**src/rtl/pc_update_unit.sv**
```systemverilog
// ============================================================================
// Module      : pc_update_unit
// Description : PC/EPC holding stage with branch-condition commit and the
//               exception-entry sequence (EPC save, vector fetch, PC load).
//               Optional misaligned-PC exception: define PC_ALIGN_CHECK_EN.
// Revision    : 1.0 - initial release
// ============================================================================
`default_nettype none

module pc_update_unit #(
  parameter logic [31:0] RESET_PC    = 32'h0000_0000,
  parameter int          MEM_LATENCY = 1,
  parameter logic [7:0]  VEC_OPCODE  = 8'd253,
  parameter logic [7:0]  VEC_OVF     = 8'd254,
  parameter logic [7:0]  VEC_DIV0    = 8'd255
) (
  input  logic        clk,
  input  logic        reset,
  input  logic [31:0] pc_next,
  input  logic        pc_write,
  input  logic        pc_write_cond,
  input  logic [1:0]  branch_op,
  input  logic        zero,
  input  logic        gt,
  input  logic        exc_opcode,
  input  logic        exc_ovf,
  input  logic        exc_div0,
  input  logic [31:0] mem_rdata,
  output logic [31:0] pc,
  output logic [31:0] epc,
  output logic [31:0] mem_addr,
  output logic        mem_rd_req,
  output logic        busy,
`ifdef PC_ALIGN_CHECK_EN
  output logic [2:0]  exc_cause
`else
  output logic [1:0]  exc_cause
`endif
);

`ifdef PC_ALIGN_CHECK_EN
  localparam int c_CAUSE_W = 3;
`else
  localparam int c_CAUSE_W = 2;
`endif

  localparam logic [c_CAUSE_W-1:0] c_CAUSE_NONE   = c_CAUSE_W'(0);
  localparam logic [c_CAUSE_W-1:0] c_CAUSE_OPCODE = c_CAUSE_W'(1);
  localparam logic [c_CAUSE_W-1:0] c_CAUSE_OVF    = c_CAUSE_W'(2);
  localparam logic [c_CAUSE_W-1:0] c_CAUSE_DIV0   = c_CAUSE_W'(3);
`ifdef PC_ALIGN_CHECK_EN
  localparam logic [c_CAUSE_W-1:0] c_CAUSE_ALIGN  = c_CAUSE_W'(4);
  localparam logic [7:0]           c_VEC_ALIGN    = 8'd252;
`endif

  // Counter only needs to hold MEM_LATENCY-1
  localparam int                   c_CNT_W    = (MEM_LATENCY > 1) ? $clog2(MEM_LATENCY) : 1;
  localparam logic [c_CNT_W-1:0]   c_CNT_INIT = c_CNT_W'(MEM_LATENCY - 1);
  localparam logic [c_CNT_W-1:0]   c_CNT_ONE  = c_CNT_W'(1);
  localparam logic [c_CNT_W-1:0]   c_CNT_ZERO = c_CNT_W'(0);

  typedef enum logic [1:0] {
    ST_IDLE = 2'd0,
    ST_REQ  = 2'd1,
    ST_WAIT = 2'd2
  } state_t;

  state_t                 r_state;
  state_t                 w_state_nxt;
  logic [31:0]            r_pc;
  logic [31:0]            r_epc;
  logic [31:0]            r_mem_addr;
  logic [c_CAUSE_W-1:0]   r_cause;
  logic [c_CNT_W-1:0]     r_cnt;

  logic                   w_cond;
  logic                   w_take;
  logic                   w_exc;
  logic [c_CAUSE_W-1:0]   w_cause;
  logic [7:0]             w_vec;
  logic [7:0]             w_byte;
  logic                   w_busy;
  logic                   w_rd_req;

  always_comb begin
    w_cond = 1'b0;
    case (branch_op)
      2'd0:    w_cond = zero;
      2'd1:    w_cond = ~zero;
      2'd2:    w_cond = ~gt;
      default: w_cond = gt;
    endcase
  end

  assign w_take = pc_write | (pc_write_cond & w_cond);

  // Fixed priority: opcode > ovf > div0 (> misalignment when enabled)
  always_comb begin
    w_exc   = 1'b0;
    w_cause = c_CAUSE_NONE;
    w_vec   = 8'd0;
    if (exc_opcode) begin
      w_exc   = 1'b1;
      w_cause = c_CAUSE_OPCODE;
      w_vec   = VEC_OPCODE;
    end else if (exc_ovf) begin
      w_exc   = 1'b1;
      w_cause = c_CAUSE_OVF;
      w_vec   = VEC_OVF;
    end else if (exc_div0) begin
      w_exc   = 1'b1;
      w_cause = c_CAUSE_DIV0;
      w_vec   = VEC_DIV0;
    end
`ifdef PC_ALIGN_CHECK_EN
    else if (w_take && (pc_next[1:0] != 2'b00)) begin
      w_exc   = 1'b1;
      w_cause = c_CAUSE_ALIGN;
      w_vec   = c_VEC_ALIGN;
    end
`endif
  end

  // Little-endian lane select of the handler byte
  always_comb begin
    w_byte = 8'd0;
    case (r_mem_addr[1:0])
      2'd0:    w_byte = mem_rdata[7:0];
      2'd1:    w_byte = mem_rdata[15:8];
      2'd2:    w_byte = mem_rdata[23:16];
      default: w_byte = mem_rdata[31:24];
    endcase
  end

  always_ff @(posedge clk) begin
    if (reset) begin
      r_state <= ST_IDLE;
    end else begin
      r_state <= w_state_nxt;
    end
  end

  always_comb begin
    w_state_nxt = r_state;
    w_busy      = 1'b0;
    w_rd_req    = 1'b0;
    case (r_state)
      ST_IDLE: begin
        if (w_exc) begin
          w_state_nxt = ST_REQ;
        end
      end
      ST_REQ: begin
        w_busy      = 1'b1;
        w_rd_req    = 1'b1;
        w_state_nxt = ST_WAIT;
      end
      ST_WAIT: begin
        w_busy = 1'b1;
        if (r_cnt == c_CNT_ZERO) begin
          w_state_nxt = ST_IDLE;
        end
      end
      default: begin
        w_state_nxt = ST_IDLE;
      end
    endcase
  end

  always_ff @(posedge clk) begin
    if (reset) begin
      r_pc       <= RESET_PC;
      r_epc      <= 32'd0;
      r_mem_addr <= 32'd0;
      r_cause    <= c_CAUSE_NONE;
      r_cnt      <= c_CNT_ZERO;
    end else begin
      case (r_state)
        ST_IDLE: begin
          // An exception suppresses any PC commit on the same edge
          if (w_exc) begin
            r_epc      <= r_pc - 32'd4;
            r_cause    <= w_cause;
            r_mem_addr <= {24'b0, w_vec};
          end else if (w_take) begin
            r_pc <= pc_next;
          end
        end
        ST_REQ: begin
          r_cnt <= c_CNT_INIT;
        end
        ST_WAIT: begin
          if (r_cnt == c_CNT_ZERO) begin
            r_pc <= {24'b0, w_byte};
          end else begin
            r_cnt <= r_cnt - c_CNT_ONE;
          end
        end
        default: begin
          r_cnt <= c_CNT_ZERO;
        end
      endcase
    end
  end

  assign pc         = r_pc;
  assign epc        = r_epc;
  assign mem_addr   = r_mem_addr;
  assign exc_cause  = r_cause;
  assign busy       = w_busy;
  assign mem_rd_req = w_rd_req;

endmodule

`default_nettype wire

```
**config.mk**
```make
export PLATFORM = sky130hd
export DESIGN_NAME = pc_update_unit
export DESIGN_NICKNAME = d
export VERILOG_FILES = /design/src/rtl/pc_update_unit.sv
export SDC_FILE = /design/constraint.sdc
export NUM_CORES = 1
export LEC_CHECK = 0
export CORE_ASPECT_RATIO = 0.6
export CORE_MARGIN = 5
export CORE_UTILIZATION = 37
export CTS_CLUSTER_DIAMETER = 60
export DETAILED_ROUTE_END_ITERATION = 7
export HOLD_SLACK_MARGIN = 0.02
export PLACE_DENSITY = 0.84
export SLEW_MARGIN = 20
export SYNTH_ARGS = -nofsm -noshare
export SYNTH_HDL_FRONTEND = slang
export SYNTH_SLANG_ARGS = --single-unit
```
**constraint.sdc**
```tcl
create_clock -name clk -period 1.8 [get_ports clk]
set_input_delay 0.27 -clock clk [delete_from_list [all_inputs] [get_ports clk]]
set_output_delay 0.27 -clock clk [all_outputs]
set_load 0.02 [all_outputs]
```
Word-level counts from Yosys, hierarchy flattened
Cells that the tools add are included.

Register bits after elaboration: 77. Bits of input ports: 75. Logic and storage cells: 52.

Add/sub/neg operators: 2. Equality and inequality tests: 10. Mux-type cells: 22. Bitwise gates (word level): 4. Reductions and logical operators: 8.

Operators by type and width (number): $mux W32 (3); $pmux W32 S2 (1); $sub A32 B3 Y32 const B (1); $mux W8 (3); $pmux W8 S3 (1); $mux W2 (5); $ne A2 B2 Y1 const B (4); $eq A2 B1 Y1 const B (3); $eq A2 B2 Y1 const B (3); $logic_not A2 Y1 (3); $mux W1 (6); $pmux W2 S3 (1); $reduce_and A2 Y1 (2); $reduce_and A4 Y1 (1); $pmux W1 S3 (1); $not A1 Y1 (2); $pmux W1 S2 (1); $reduce_bool A2 Y1 (1); $reduce_or A2 Y1 (1); $and A1 B1 Y1 (1); $or A1 B1 Y1 (1); $sub A1 B1 Y1 const B (1).

Depth between registers and ports, before layout
Depth after elaboration: 7. Depth in mapped cells: 8. Depth with buffers taken out: 7.

Worst setup path before layout
Ideal clock, no wire load.

Path type: flip-flop to flip-flop. Start point: reg r_pc[5] (netlist: pc[5]). End point: reg r_epc[12] (netlist: epc[12]). Library setup time: 0.079 ns. Data arrival time: 2.018 ns. Required time: 1.721 ns. Slack: -0.297 ns. Stages on the path, launching flop included: 6. Path buffers: 0. Clock period less this slack: 2.097 ns. Path through: dfxtp_1 > or4_4 > or3_4 > or3_1 > xor2_1 > a211oi_2.

Cells in the longest elaborated chain, start to end: 1.

RTL lines: start, declared (RTL line 70) `logic [31:0] r_pc;`; start signal, assigned (RTL line 186) `r_pc <= pc_next;`; start signal, assigned (RTL line 194) `r_pc <= {24'b0, w_byte};`; $sub A32 B3 Y32 (RTL line 182) `r_epc <= r_pc - 32'd4;`; end signal, assigned (RTL line 182); end, declared (RTL line 71) `logic [31:0] r_epc;`.

Every way passes these cells. A chain may end at the register's enable or synchronous reset.

Worst setup path after layout
Start point: reg r_pc[13] (netlist: pc[13]). End point: reg r_epc[26] (netlist: epc[26]).

Same word-level chain as after synthesis.

==> results.sh <==
export IMPL_drtAntennaViolNets=0
export IMPL_grt_pass1_vias=3635
export IMPL_layout_setup_ws_ns=-0.221
export IMPL_clock_path_buffers=2
export IMPL_num_rows=27
export IMPL_grtUsageTotal_pct=20.5
export IMPL_hold_viol=0
export IMPL_postCtsHoldBufs=0
export IMPL_arrival_ns=2.24
export IMPL_grt_pass1_wl_um=18700
export IMPL_fmax_mhz=495
export IMPL_synthMuxAreaShare_pct=4.58
export IMPL_numCtsBuffers=9
export IMPL_grt_overflow_total=0
export IMPL_worst_pin_slew_ns=0.493
export IMPL_dr_pass1_iters=4
export IMPL_synth_yosys_seq_area_share_pct=39.5
export IMPL_n_antenna_cell=0
export IMPL_worstSetupPathType="register to register"
export IMPL_antenna_found_initial=0
export IMPL_wl_um=12500
export IMPL_post_route_period_util_pct=112
export IMPL_cts_max_level=3
export IMPL_path_cells="or4_4, buf_6, nand4b_1, buf_6, nor3b_2, xnor2_1, o21ai_1"
export IMPL_synth_most_common_cell="dfxtp_1"
export IMPL_fin_crit_ns=2.02
export IMPL_avgSynthCellArea_um2=9.12
export IMPL_via_per_inst=5.10
export IMPL_worst_setup_path_start_kind="register"
export IMPL_synthAdderAreaFrac_pct=1.43
export IMPL_chipWidth_um=135
export IMPL_cp_end_kind="register"
export IMPL_setup_viol=20
export IMPL_crit_required_ns=2.02
export IMPL_synth_compound_area_share_pct=18.2
export IMPL_die_h_um=85.3
export IMPL_syn_area_um2=3490
export IMPL_synth_xor_area_share_pct=6.27
export IMPL_synth_top_area_cell="dfxtp_1"
export IMPL_syn_to_final_growth_pct=73.9
export IMPL_path_clk_slew_ns=0.06
export IMPL_status="finished with violations"
export IMPL_fin_util_pct=66.1
export IMPL_hp_class="register to register"
export IMPL_violations="setup timing"
export IMPL_remaining_drc_errors=0
export IMPL_synth_top_area_share_pct=39.5
export IMPL_maxCapViolCount=0
export IMPL_clk_insertion_delay_late_ns=0.34
export IMPL_vdd_drop_max_v=0.000623
export IMPL_crit_top_cell="buf_6"
export IMPL_netlist_cell_type_count=46
export IMPL_final_nets=660
export IMPL_synthCells=383
export IMPL_cp_max_fo=4
export IMPL_numPortBuffers=150
export IMPL_rsz0062_at_grt="yes"
export IMPL_synth_top_family_by_area="simple AND/OR/NAND/NOR gates"
export IMPL_coreArea_um2=9190
export IMPL_synth_async_sr_flop_share_pct=0
export IMPL_drtIter0Drc=193
export IMPL_drive_gt1_share_pct=21.3
export IMPL_maxSlewViolCount=0
export IMPL_die_area_um2=11600
export IMPL_wl_per_cell_um=17.5
export IMPL_p_leak_uw=0.00256
export IMPL_synth_area_leaders="dfxtp_1 (40%), buf_4 (6.7%), a22o_1 (6.0%), mux2i_1 (4.6%), nor2_1 (4.3%)"
export IMPL_hold_ws_ns=0.454
export IMPL_yosys_area_share_simple_pct=20.7
export IMPL_synth_ff_type="dfxtp_1"
export IMPL_cts_root_buf="clkbuf_16"
export IMPL_io_pins=175
export IMPL_grt_max_degree=36
export IMPL_skew_ns=0.00610
export IMPL_p_per_area_nw_per_um2=1010
export IMPL_start_util_pct=38.0
export IMPL_vias=3650
export IMPL_gp_congestion=0.841
export IMPL_ys_seq_elements=69
export IMPL_fillers=717
export IMPL_synth_edff_count=0
export IMPL_maxSlewHeadroom_pct=66.9
export IMPL_slowest_stage="or4_4"
export IMPL_ys_top_cells_by_count="dfxtp_1 (69), nor2_1 (40), buf_4 (31), a22o_1 (24), nand2_1 (23)"
export IMPL_ys_warn_count=0
export IMPL_hpwl_um=9190
export IMPL_cp_slowest_stage_delay_ns=0.60
export IMPL_cts_tree="built"
export IMPL_cts_num_sinks=69
kinds of logic (layout without fill, tap and decap cells):
kind of cell,after synthesis,in the layout
flops,69,69
mux,16,16
other cells,1,24
xor+xnor,25,25
compound gates,81,81
buf+inv,54,234
simple gates,133,133
fa+ha+maj,4,4
power breakdown:
part / internal (µW) / switching [µW]
Sequential: 1710 / 117
Combinational: 1160 / 1150
Clock: 1350 / 672
Total: 4220 / 1940
state kept, by name, summed over array words and instances (netlist names):
register   flops
epc           32
pc            32
mem_addr       2
r_state        2
exc_cause      1
worst max-delay path: cells and delay by family (launching register included):
kind                   cells  cell delay (ns)
flip-flops                 1             0.31
buffers and inverters      2             0.34
AND/OR/NAND/NOR            3             0.98
XOR/XNOR                   1             0.17
AO/OA/AOI/OAI              1             0.09
path summary, 6_finish.rpt:
path	start	end	slack [ns]	cells past startpoint
worst min register to register	epc[22]	epc[22]	0.45	2
worst max register to register	pc[13]	epc[26]	-0.22	7
worst min-delay path	epc[22]	epc[22]	0.45	2
worst max-delay path	pc[13]	epc[26]	-0.22	7
cells in the final DEF (no fill, tap or decap), types with 4 or more instances in the layout:
cell / synthesis / layout
nand2_1: 23 / 22
mux2i_1: 16 / 16
buf_4: 31 / 49
buf_6: 0 / 10
a211oi_2: 1 / 7
a21oi_1: 5 / 5
nor4_1: 8 / 5
a211oi_1: 18 / 12
conb_1: 1 / 24
nor2_1: 40 / 36
inv_1: 5 / 5
a22o_1: 24 / 24
dfxtp_2: 0 / 5
buf_12: 0 / 4
o221ai_1: 8 / 8
dfxtp_1: 69 / 63
nor3_1: 7 / 4
xor2_1: 15 / 14
a2bb2oi_1: 8 / 6
nand2b_1: 20 / 20
clkbuf_16: 0 / 9
xnor2_1: 10 / 8
clkdlybuf4s50_1: 0 / 144
o21ai_1: 1 / 7
nand4_1: 6 / 6
routing by layer:
metal | GRT usage, % | vias to the layer above | wire (µm)
met2 | 33.9 | 155 | 6080
met3 | 6.75 | 22 | 914
li1 | - | 1731 | -
met1 | 25.6 | 1742 | 5360
met4 | 5.76 | 0 | 196
met5 | 0 | - | 0
area by class of cell:
class	count	area, µm²	area share [%]
Clock inverter	7	114	1.87
Multi-Input combinational cell	283	2100	34.5
Clock buffer	9	225	3.71
Inverter	5	18.8	0.309
Sequential cell	69	1390	22.9
Tap cell	130	163	2.68
Timing Repair Buffer	213	2070	34.0
timing repair:
action | CTS | global route
gates cloned | 0 | 0
pin swaps | 19 | 20
gates resized for setup | 24 | 32
setup endpoints to repair | 23 | 52
buffers inserted | 5 | 11
through the flow:
step	power [µW]	std cells	TNS (ns)	setup WS, ns	cell area [µm²]
floorplan	2980	406	-1.25	-0.233	3630
global placement	3790	685	-8.86	-0.200	5400
detailed placement	3840	685	-11.60	-0.250	5400
CTS	5990	706	-1.87	-0.211	5860
global route	6430	716	-4.28	-0.297	6080
finish	6160	716	-2.73	-0.221	6080
(Power assumes the default switching activity.)
